`config.mk`:
```
export PLATFORM = sky130hd
export DESIGN_NAME = collision_probe_ctrl
export DESIGN_NICKNAME = d
export VERILOG_FILES = /design/src/rtl/collision_pkg.sv /design/src/rtl/cell_addr_calc.sv /design/src/rtl/collision_probe_ctrl.sv
export SDC_FILE = /design/constraint.sdc
export NUM_CORES = 1
export LEC_CHECK = 0
export CAP_MARGIN = 20
export CORE_MARGIN = 2
export CORE_UTILIZATION = 35
export CTS_CLUSTER_DIAMETER = 50
export DETAILED_ROUTE_END_ITERATION = 8
export PLACE_DENSITY = 0.63
export RECOVER_POWER = 50
export REMOVE_ABC_BUFFERS = 1
export SLEW_MARGIN = 20
export SYNTH_ARGS = -nofsm -noshare
export SYNTH_HDL_FRONTEND = slang
export SYNTH_SLANG_ARGS = --single-unit
```
`constraint.sdc`:
```
create_clock -name Clk -period 29.5 [get_ports Clk]
set_clock_uncertainty 0.05 [all_clocks]
set_input_delay 5.9 -clock Clk [delete_from_list [all_inputs] [get_ports Clk]]
set_output_delay 5.9 -clock Clk [all_outputs]
set_load 0.01 [all_outputs]
```
`src/rtl/collision_pkg.sv`:
```
// Shared types and constants for the player collision probe sequencer and
// the cell address generator it shares with the renderer.
package collision_pkg;

  localparam int COORD_W    = 12;
  localparam int ADDR_W     = 13;
  localparam int X_MAX      = 639;
  localparam int Y_MAX      = 479;
  localparam int WORLD_COLS = 40;
  localparam int WORLD_PAGE = 1200;

  // One spare bit above the 11-bit screen range keeps X+15+63 from wrapping.
  typedef logic signed [COORD_W-1:0] coord_t;

  typedef enum logic [1:0] {
    S_IDLE,
    S_ISSUE,
    S_DRAIN,
    S_DONE
  } state_e;

  // Bits [2:1] of the probe index select the direction flag it feeds.
  typedef enum logic [2:0] {
    PRB_R0,
    PRB_R1,
    PRB_L0,
    PRB_L1,
    PRB_D0,
    PRB_D1,
    PRB_U0,
    PRB_U1
  } probe_e;

  function automatic logic tile_solid(input logic [4:0] id);
    return (id & 5'd1) == 5'd0;
  endfunction

  // Net speed towards fwd, floored at 1 so a stationary sprite still tests contact.
  function automatic logic [5:0] reach(input logic [5:0] fwd, input logic [5:0] back);
    logic [5:0] net;
    net = (fwd > back) ? fwd - back : 6'd0;
    return (net == 6'd0) ? 6'd1 : net;
  endfunction

endpackage

```
`src/rtl/cell_addr_calc.sv`:
```
// Combinational world-cell address generator: screen pixel plus scroll column
// to a paged world ROM address, with an out-of-screen indication.
module cell_addr_calc
  import collision_pkg::*;
#(
  parameter int TILE_SH = 4,
  parameter int COLS    = WORLD_COLS,
  parameter int PAGE    = WORLD_PAGE
) (
  input  coord_t            x,
  input  coord_t            y,
  input  logic [9:0]        scroll_col,
  output logic [ADDR_W-1:0] addr,
  output logic              oob
);

  logic [10:0] col;
  logic [10:0] row;
  logic [10:0] col_page;
  logic [10:0] col_off;

  always_comb begin
    oob = (x < 0) || (y < 0) || (x > coord_t'(X_MAX)) || (y > coord_t'(Y_MAX));

    col      = {1'b0, scroll_col} + 11'(x[10:0] >> TILE_SH);
    row      = 11'(y[10:0] >> TILE_SH);
    col_page = col / 11'(COLS);
    col_off  = col % 11'(COLS);

    // Arithmetic is carried at ADDR_W bits, which is the required truncation.
    addr = ADDR_W'(col_off) + ADDR_W'(row) * ADDR_W'(COLS)
         + ADDR_W'(col_page) * ADDR_W'(PAGE);
    if (oob) begin
      addr = '0;
    end
  end

endmodule

```
`src/rtl/collision_probe_ctrl.sv`:
```
// Per-frame collision probe sequencer: eight fixed-schedule world ROM lookups
// around the player sprite, folded into four registered blocked flags.
module collision_probe_ctrl
  import collision_pkg::*;
#(
  parameter int SPRITE_W = 16,
  parameter int TILE_SH  = 4,
  parameter int COLS     = WORLD_COLS,
  parameter int PAGE     = WORLD_PAGE
) (
  input  logic              Clk,
  input  logic              Reset,
  input  logic              start,
  input  logic [9:0]        X_Pos,
  input  logic [9:0]        Y_Pos,
  input  logic [9:0]        scroll_col,
  input  logic [5:0]        Right_V,
  input  logic [5:0]        Left_V,
  input  logic [5:0]        Up_V,
  input  logic [5:0]        Down_V,
  output logic [ADDR_W-1:0] rom_addr,
  input  logic [4:0]        rom_data,
  output logic              busy,
  output logic              done,
  output logic              rightFlag,
  output logic              leftFlag,
  output logic              downFlag,
  output logic              upFlag
);

  localparam coord_t EDGE = coord_t'(SPRITE_W - 1);

  state_e state;
  state_e state_next;
  probe_e idx;
  logic   accept;

  logic [9:0] x_q, y_q, scroll_q;
  logic [5:0] reach_r_q, reach_l_q, reach_u_q, reach_d_q;

  probe_e     gen_idx;
  logic [9:0] gen_x, gen_y, gen_scroll;
  logic [5:0] gen_r, gen_l, gen_u, gen_d;
  coord_t     xs, ys;
  coord_t     probe_x, probe_y;

  logic [ADDR_W-1:0] calc_addr;
  logic              calc_oob;

  logic   addr_oob;
  logic   data_vld;
  logic   data_oob;
  probe_e data_idx;

  // Bit order {up, down, left, right} matches probe index bits [2:1].
  logic [3:0] shadow;
  logic [3:0] shadow_next;
  logic [3:0] flags;

  assign accept = (state == S_IDLE) && start;

  // NOTE: every variable written in an always_comb gets a default first, so no
  // path through the block can leave it unassigned and infer a latch.
  always_comb begin
    state_next = state;
    busy       = 1'b0;
    done       = 1'b0;
    unique case (state)
      S_IDLE: begin
        if (start) state_next = S_ISSUE;
      end
      S_ISSUE: begin
        busy = 1'b1;
        if (idx == PRB_U1) state_next = S_DRAIN;
      end
      S_DRAIN: begin
        busy       = 1'b1;
        state_next = S_DONE;
      end
      S_DONE: begin
        busy       = 1'b1;
        done       = 1'b1;
        state_next = S_IDLE;
      end
      default: state_next = S_IDLE;
    endcase
  end

  // Probe 0 is issued on the start edge itself, so it is built from live inputs.
  always_comb begin
    if (state == S_IDLE) begin
      gen_idx    = PRB_R0;
      gen_x      = X_Pos;
      gen_y      = Y_Pos;
      gen_scroll = scroll_col;
      gen_r      = reach(Right_V, Left_V);
      gen_l      = reach(Left_V, Right_V);
      gen_u      = reach(Up_V, Down_V);
      gen_d      = reach(Down_V, Up_V);
    end else begin
      gen_idx    = probe_e'(idx + 3'd1);
      gen_x      = x_q;
      gen_y      = y_q;
      gen_scroll = scroll_q;
      gen_r      = reach_r_q;
      gen_l      = reach_l_q;
      gen_u      = reach_u_q;
      gen_d      = reach_d_q;
    end
  end

  always_comb begin
    xs      = coord_t'(gen_x);
    ys      = coord_t'(gen_y);
    probe_x = xs;
    probe_y = ys;
    case (gen_idx)
      PRB_R0: begin probe_x = xs + EDGE + coord_t'(gen_r); probe_y = ys;                          end
      PRB_R1: begin probe_x = xs + EDGE + coord_t'(gen_r); probe_y = ys + EDGE;                   end
      PRB_L0: begin probe_x = xs - coord_t'(gen_l);        probe_y = ys;                          end
      PRB_L1: begin probe_x = xs - coord_t'(gen_l);        probe_y = ys + EDGE;                   end
      PRB_D0: begin probe_x = xs;                          probe_y = ys + EDGE + coord_t'(gen_d); end
      PRB_D1: begin probe_x = xs + EDGE;                   probe_y = ys + EDGE + coord_t'(gen_d); end
      PRB_U0: begin probe_x = xs;                          probe_y = ys - coord_t'(gen_u);        end
      PRB_U1: begin probe_x = xs + EDGE;                   probe_y = ys - coord_t'(gen_u);        end
    endcase
  end

  cell_addr_calc #(
    .TILE_SH (TILE_SH),
    .COLS    (COLS),
    .PAGE    (PAGE)
  ) u_cell_addr (
    .x          (probe_x),
    .y          (probe_y),
    .scroll_col (gen_scroll),
    .addr       (calc_addr),
    .oob        (calc_oob)
  );

  // Out-of-screen probes are blocked regardless of what the ROM returns.
  always_comb begin
    shadow_next = shadow;
    if (state == S_IDLE) begin
      shadow_next = '0;
    end
    if (data_vld && (data_oob || tile_solid(rom_data))) begin
      shadow_next[data_idx[2:1]] = 1'b1;
    end
  end

  // NOTE: the frame operands are not reset; they are always loaded on an
  // accepted start before anything reads them, so a reset adds nothing.
  always_ff @(posedge Clk) begin
    if (accept) begin
      x_q       <= X_Pos;
      y_q       <= Y_Pos;
      scroll_q  <= scroll_col;
      reach_r_q <= gen_r;
      reach_l_q <= gen_l;
      reach_u_q <= gen_u;
      reach_d_q <= gen_d;
    end
  end

  // NOTE: sequential state uses non-blocking assignments only, so every
  // register samples pre-edge values regardless of statement order.
  always_ff @(posedge Clk) begin
    if (Reset) begin
      state    <= S_IDLE;
      idx      <= PRB_R0;
      rom_addr <= '0;
      addr_oob <= 1'b0;
      data_vld <= 1'b0;
      data_oob <= 1'b0;
      data_idx <= PRB_R0;
      shadow   <= '0;
      flags    <= '0;
    end else begin
      state    <= state_next;
      shadow   <= shadow_next;
      data_vld <= (state == S_ISSUE);
      data_idx <= idx;
      data_oob <= addr_oob;
      if (accept || (state == S_ISSUE && idx != PRB_U1)) begin
        idx      <= gen_idx;
        rom_addr <= calc_addr;
        addr_oob <= calc_oob;
      end
      // Probe 7 data arrives in DRAIN, so the bypassed shadow is published here.
      if (state == S_DRAIN) begin
        flags <= shadow_next;
      end
    end
  end

  assign rightFlag = flags[0];
  assign leftFlag  = flags[1];
  assign downFlag  = flags[2];
  assign upFlag    = flags[3];

endmodule

```
==> results.cfg, run 1 <==
[synth]
yosys.area.top_type = edfxtp_1
yosys-top-cells-area = edfxtp_1 (18%), ha_1 (14%), dfxtp_1 (6.8%), xnor2_1 (5.1%), fa_1 (4.6%)
synth_area_per_cell_um2 = 8.95
ys_seq_area_share_pct = 24.7
yosysMostFrequentCell = ha_1
synthCells = 1016
synth_seq_cells = 85
post-synth-top-area-fraction_pct = 17.8
synth_edf_count = 54
synthArstFlopShare_pct = 0
ys.warnings.count = 0
syn_area_mm2 = 0.00909
yosys_most_used_dff = edfxtp_1
synth_common_cells = ha_1 (105), inv_1 (99), nor2_1 (89), a21oi_1 (63), nand2_1 (55)
ys_types = 94

[setup_path]
r2r_slack_ps = 17480
cp-end-kind = flop
arrival_ps = 17850
slowest_delay_ps = 840
crit_fanout = 13
required_ps = 29720
critPathLaunchType = input port
crit_type = in -> reg
crit_top_cell = ha_1
slowest_stage = o22ai_1

[routing]
drc = 0
num_vias = 7584
vias_per_cell = 5.36
first_pass_iters = 5
wirelength_um = 21700
postRouteAntennaNets = 0
wire_per_inst_um = 15.3
drtIter0Drc = 478

[floorplanning]
die_y_um = 165
pin_count = 81
fp.dieW_um = 165
core_area_mm2 = 0.0253
initial_core_util_pct = 35.9
fp-row-count = 58
die_area_mm2 = 0.0273

[sta]
fin_crit_sh_pct = 59.8
grt_setup_unrepaired = no
min_period_ps = 17630
tightest_slew_ps = 3270
max-slew-margin-rel_pct = -118
finalSetupViolations = 0
hold_violations = 0
slew_viol_final = 87
tns_ps = 0
max_freq_mhz = 56.7
setup_slack_ps = 11870

[place]
portBuffers = 76
dpl.hpwl_um = 16700
gp_congestion = 0.866
pre_cts_ws_ps = 11610

[run_status]
failed_checks = capacitance limit, slew limit
status = finished, violations left

[final_layout]
drive_gt1_share_pct = 6.93
area_delta_synth_final_pct = 15.0
fin_nets = 1265

[global_route]
grt_pass1_wl_um = 35900
track_usage_pct = 16.3
antenna_found_initial = 2
grt_overflow = 0
grt_max_degree = 62
grt_pass1_vias = 7382

[clock_network]
cts_resized = 0
htreeDepth = 3
root_buffer = clkbuf_16
numCtsBuffers = 9
clk_pin_slew_ps = 60
clkLatencyLatePin_ps = 360
ctsLongestPathBuffers = 2
postCtsHoldBufs = 0
cts_tree = done
cts_num_sinks = 85
cts_setup_buffers = 0

[flow_run]
drv_cap = 2

[hold_path]
worstHoldPathType = reg -> reg
-- cell usage in the layout, fill, tap and decap left out, drive strengths merged, types with 16 or more instances in the layout --
cell	instances
nand3	20
a211oi	16
nand2	56
dlygate4sd3	47
clkdlybuf4s50	29
xnor2	54
o21ai	45
ha	105
nor3	21
fa	21
dfxtp	31
a21oi	65
inv	102
a21o	27
xor2	20
mux2i	19
nor2	90
a22oi	35
edfxtp	54
-- critical path: cells and delay by family --
kind                     cells  cell delay [ps]
AO/OA/AOI/OAI               18             5110
adder cells (fa/ha/maj)     10             3230
AND/OR/NAND/NOR              7             1660
XOR/XNOR                     5             1090
buffers and inverters        5              840
-- cells by family (layout without fill, tap and decap cells) --
logic type / count (synthesis) / count (layout) / share of synthesized area, %
buffers and inverters: 137 / 200 / 6.29
multiplexers: 34 / 34 / 4.40
AND/OR/NAND/NOR: 260 / 260 / 14.5
other: 2 / 7 / 0.0826
XOR/XNOR: 75 / 75 / 7.46
AO/OA/AOI/OAI: 295 / 295 / 23.4
flip-flops: 85 / 85 / 24.7
adder cells (fa/ha/maj): 128 / 128 / 19.3
-- routing by layer --
| metal | part of all wire (%) | up-vias | wire (um) | track usage [%] |
|---|---|---|---|---|
| li1 | - | 3828 | - | - |
| met1 | 49 | 3575 | 10600 | 22.2 |
| met2 | 45 | 154 | 9700 | 26.6 |
| met3 | 4.2 | 27 | 903 | 2.92 |
| met4 | 1.9 | 0 | 415 | 4.55 |
| met5 | 0 | - | 0 | 0 |
-- through the flow --
stage | hold WS, ps | util (%) | instances | area (um^2)
5_1_grt | 448 | 41.3 | 1414 | 10500
3_5_place_dp | 413 | 40.1 | 1396 | 10200
2_1_floorplan | 389 | - | 982 | 8910
6_report | 425 | 41.3 | 1414 | 10500
3_3_place_gp | 407 | 40.1 | 1396 | 10200
4_1_cts | 425 | 41.3 | 1412 | 10500
-- sequential cells by signal, indices dropped and copies added (netlist names) --
name       flops
data_oob       1
reach_r_q      6
y_q           10
state          2
idx            3
shadow         4
scroll_q      10
data_vld       1
flags          4
data_idx       2
reach_l_q      6
rom_addr      13
reach_d_q      6
reach_u_q      6
addr_oob       1
x_q           10
-- final cells by class --
| cell class | count | area (um^2) |
|---|---|---|
| timing repair buffer | 84 | 813 |
| multi-input combinational | 797 | 6310 |
| clock inverter | 6 | 48.8 |
| fill | 2517 | 14900 |
| sequential | 85 | 2240 |
| antenna | 2 | 5.00 |
| inverter | 100 | 375 |
| clock buffer | 10 | 250 |
| tap | 330 | 413 |
-- path summary, 6_finish.rpt --
path / start / to / cells past startpoint
setup reg to reg: state[0] / rom_addr[12] / 41
setup / recovery: Right_V[1] / rom_addr[12] / 45
hold / removal: rom_addr[12] / rom_addr[12] / 2
hold reg to reg: rom_addr[12] / rom_addr[12] / 2
Power of run 1 is left out: the tool's default activity adds up to more than one toggle a clock period on the data nets, which glitch-free logic cannot reach.
==> run 2: changes to the inputs <==
--- a/config.mk
+++ b/config.mk
@@ -10,7 +10,7 @@
 export CORE_UTILIZATION = 35
 export CTS_CLUSTER_DIAMETER = 50
 export DETAILED_ROUTE_END_ITERATION = 8
-export PLACE_DENSITY = 0.63
+export PLACE_DENSITY = 0.65
 export RECOVER_POWER = 50
 export REMOVE_ABC_BUFFERS = 1
 export SLEW_MARGIN = 20
==> constraint.sdc (replaced) <==
create_clock -name Clk -period 15.72 [get_ports Clk]
set_clock_uncertainty 0.05 [all_clocks]
set_input_delay 3.144 -clock Clk [delete_from_list [all_inputs] [get_ports Clk]]
set_output_delay 3.144 -clock Clk [all_outputs]
set_load 0.01 [all_outputs]
==> run 2 against run 1 <==
Net effect: the flow still finishes with violations (capacitance limit, slew limit); flip-flop and latch count stayed put; non-clock buffer count grew 1; first-iteration DRC count is 2.9% higher; global-route usage is 0.051 points lower; wire length hardly changed; sequential share of layout area barely moved; highest routed layer unchanged.
==> results.cfg, run 2 (synthesis results as in run 1) <==
[routing]
vias_per_cell = 5.36
drc = 0
wire_per_inst_um = 15.3
first_pass_iters = 5
postRouteAntennaNets = 0
num_vias = 7580
wirelength_um = 21600
drtIter0Drc = 492

[final_layout]
fin_nets = 1266
mostFrequentLayoutCells = ha_1 (104), inv_1 (99), nor2_1 (88)
regMostFlops = rom_addr
layout_commonest_cell = ha_1
fill_cells = 2491
drive_gt1_share_pct = 6.93
area_delta_synth_final_pct = 14.8
largest_reg_flops = 13

[setup_path]
required_ps = 15940
crit_fanout = 16
crit_top_cell = ha_1
r2r-end = rom_addr[12]
crit_type = in -> reg
critPathLaunchType = input port
rr_startpoint = state[0]
slowest_stage = o41ai_2
cp-end-kind = flop
r2r_cells = 41
r2r_slack_ps = 4310
slowest_delay_ps = 600
arrival_ps = 14760

[hold_path]
worstHoldStart = rom_addr[12]
worstHoldPathType = reg -> reg
min_path_cells = 2
min_to = rom_addr[12]

[clock_network]
clk_pin_slew_ps = 60
htreeDepth = 3
cts_num_sinks = 85
numCtsBuffers = 9
cts_tree = done
clkLatencyLatePin_ps = 350
ctsLongestPathBuffers = 2
postCtsHoldBufs = 0
cts_setup_buffers = 0
cts_resized = 0
root_buffer = clkbuf_16

[flow_run]
drv_cap = 2

[global_route]
grt_overflow = 0
grt_pass1_vias = 7325
track_usage_pct = 16.3
grt_max_degree = 62
grt_pass1_wl_um = 35800
antenna_found_initial = 2

[place]
dpl.hpwl_um = 16700
gp_congestion = 0.902
portBuffers = 76

[sta]
slew_viol_final = 87
min_period_ps = 14540
grt_setup_unrepaired = no
finalSetupViolations = 0
tns_ps = 0
tightest_slew_ps = 3160
hold_violations = 0
fin_crit_sh_pct = 92.5
max-slew-margin-rel_pct = -111
max_freq_mhz = 68.8

[floorplanning]
core_area_mm2 = 0.0253
die_area_mm2 = 0.0273
pin_count = 81
initial_core_util_pct = 35.9
fp.dieW_um = 165
fp-row-count = 58
die_y_um = 165

[run_status]
failed_checks = capacitance limit, slew limit
status = finished, violations left
## run 2: through the flow
stage	setup slack, ps	hold slack (ps)	utilization, %	instances	cell area (um^2)
finish	1180	424	41.2	1415	10400
detailed placement	992	416	40.1	1397	10200
CTS	1300	431	41.2	1413	10400
floorplan	2780	389	-	982	8910
global placement	1050	420	40.1	1397	10200
global route	326	447	41.2	1415	10400
## run 2: layout make-up
cell class / instances / area (um^2) / area share [%]
sequential: 85 / 2240 / 21.5
antenna: 2 / 5.00 / 0.0480
timing repair buffer: 85 / 821 / 7.86
multi-input combinational: 797 / 6310 / 60.5
inverter: 100 / 375 / 3.60
tap: 330 / 413 / 3.96
clock inverter: 5 / 37.5 / 0.360
clock buffer: 11 / 233 / 2.23
## run 2: how the worst max path moves through the flow
stage                              end       start  slack (ps)  cells after the start
after floorplan           rom_addr[12]   Left_V[0]        2780                     46
after global placement    rom_addr[12]  Right_V[1]        1050                     45
after detailed placement  rom_addr[12]  Right_V[1]         990                     45
after CTS                 rom_addr[12]  Right_V[1]        1300                     45
after global routing      rom_addr[12]  Right_V[1]         330                     47
final                     rom_addr[12]  Right_V[1]        1180                     45
## run 2: layer usage
layer / vias to the layer above / GRT usage, % / share of wire (%)
met2: 193 / 26.3 / 44
met5: - / 0 / 0
met4: 0 / 4.86 / 2.0
met3: 28 / 3.05 / 5.2
li1: 3830 / - / -
met1: 3529 / 22.1 / 48
## run 2: critical path: cells and delay by family
kind	cells	cell delay [ps]
XOR/XNOR	5	1050
AO/OA/AOI/OAI	18	4840
buffers and inverters	5	840
AND/OR/NAND/NOR	8	1680
adder cells (fa/ha/maj)	9	3180
Power of run 2 is left out for the same reason.
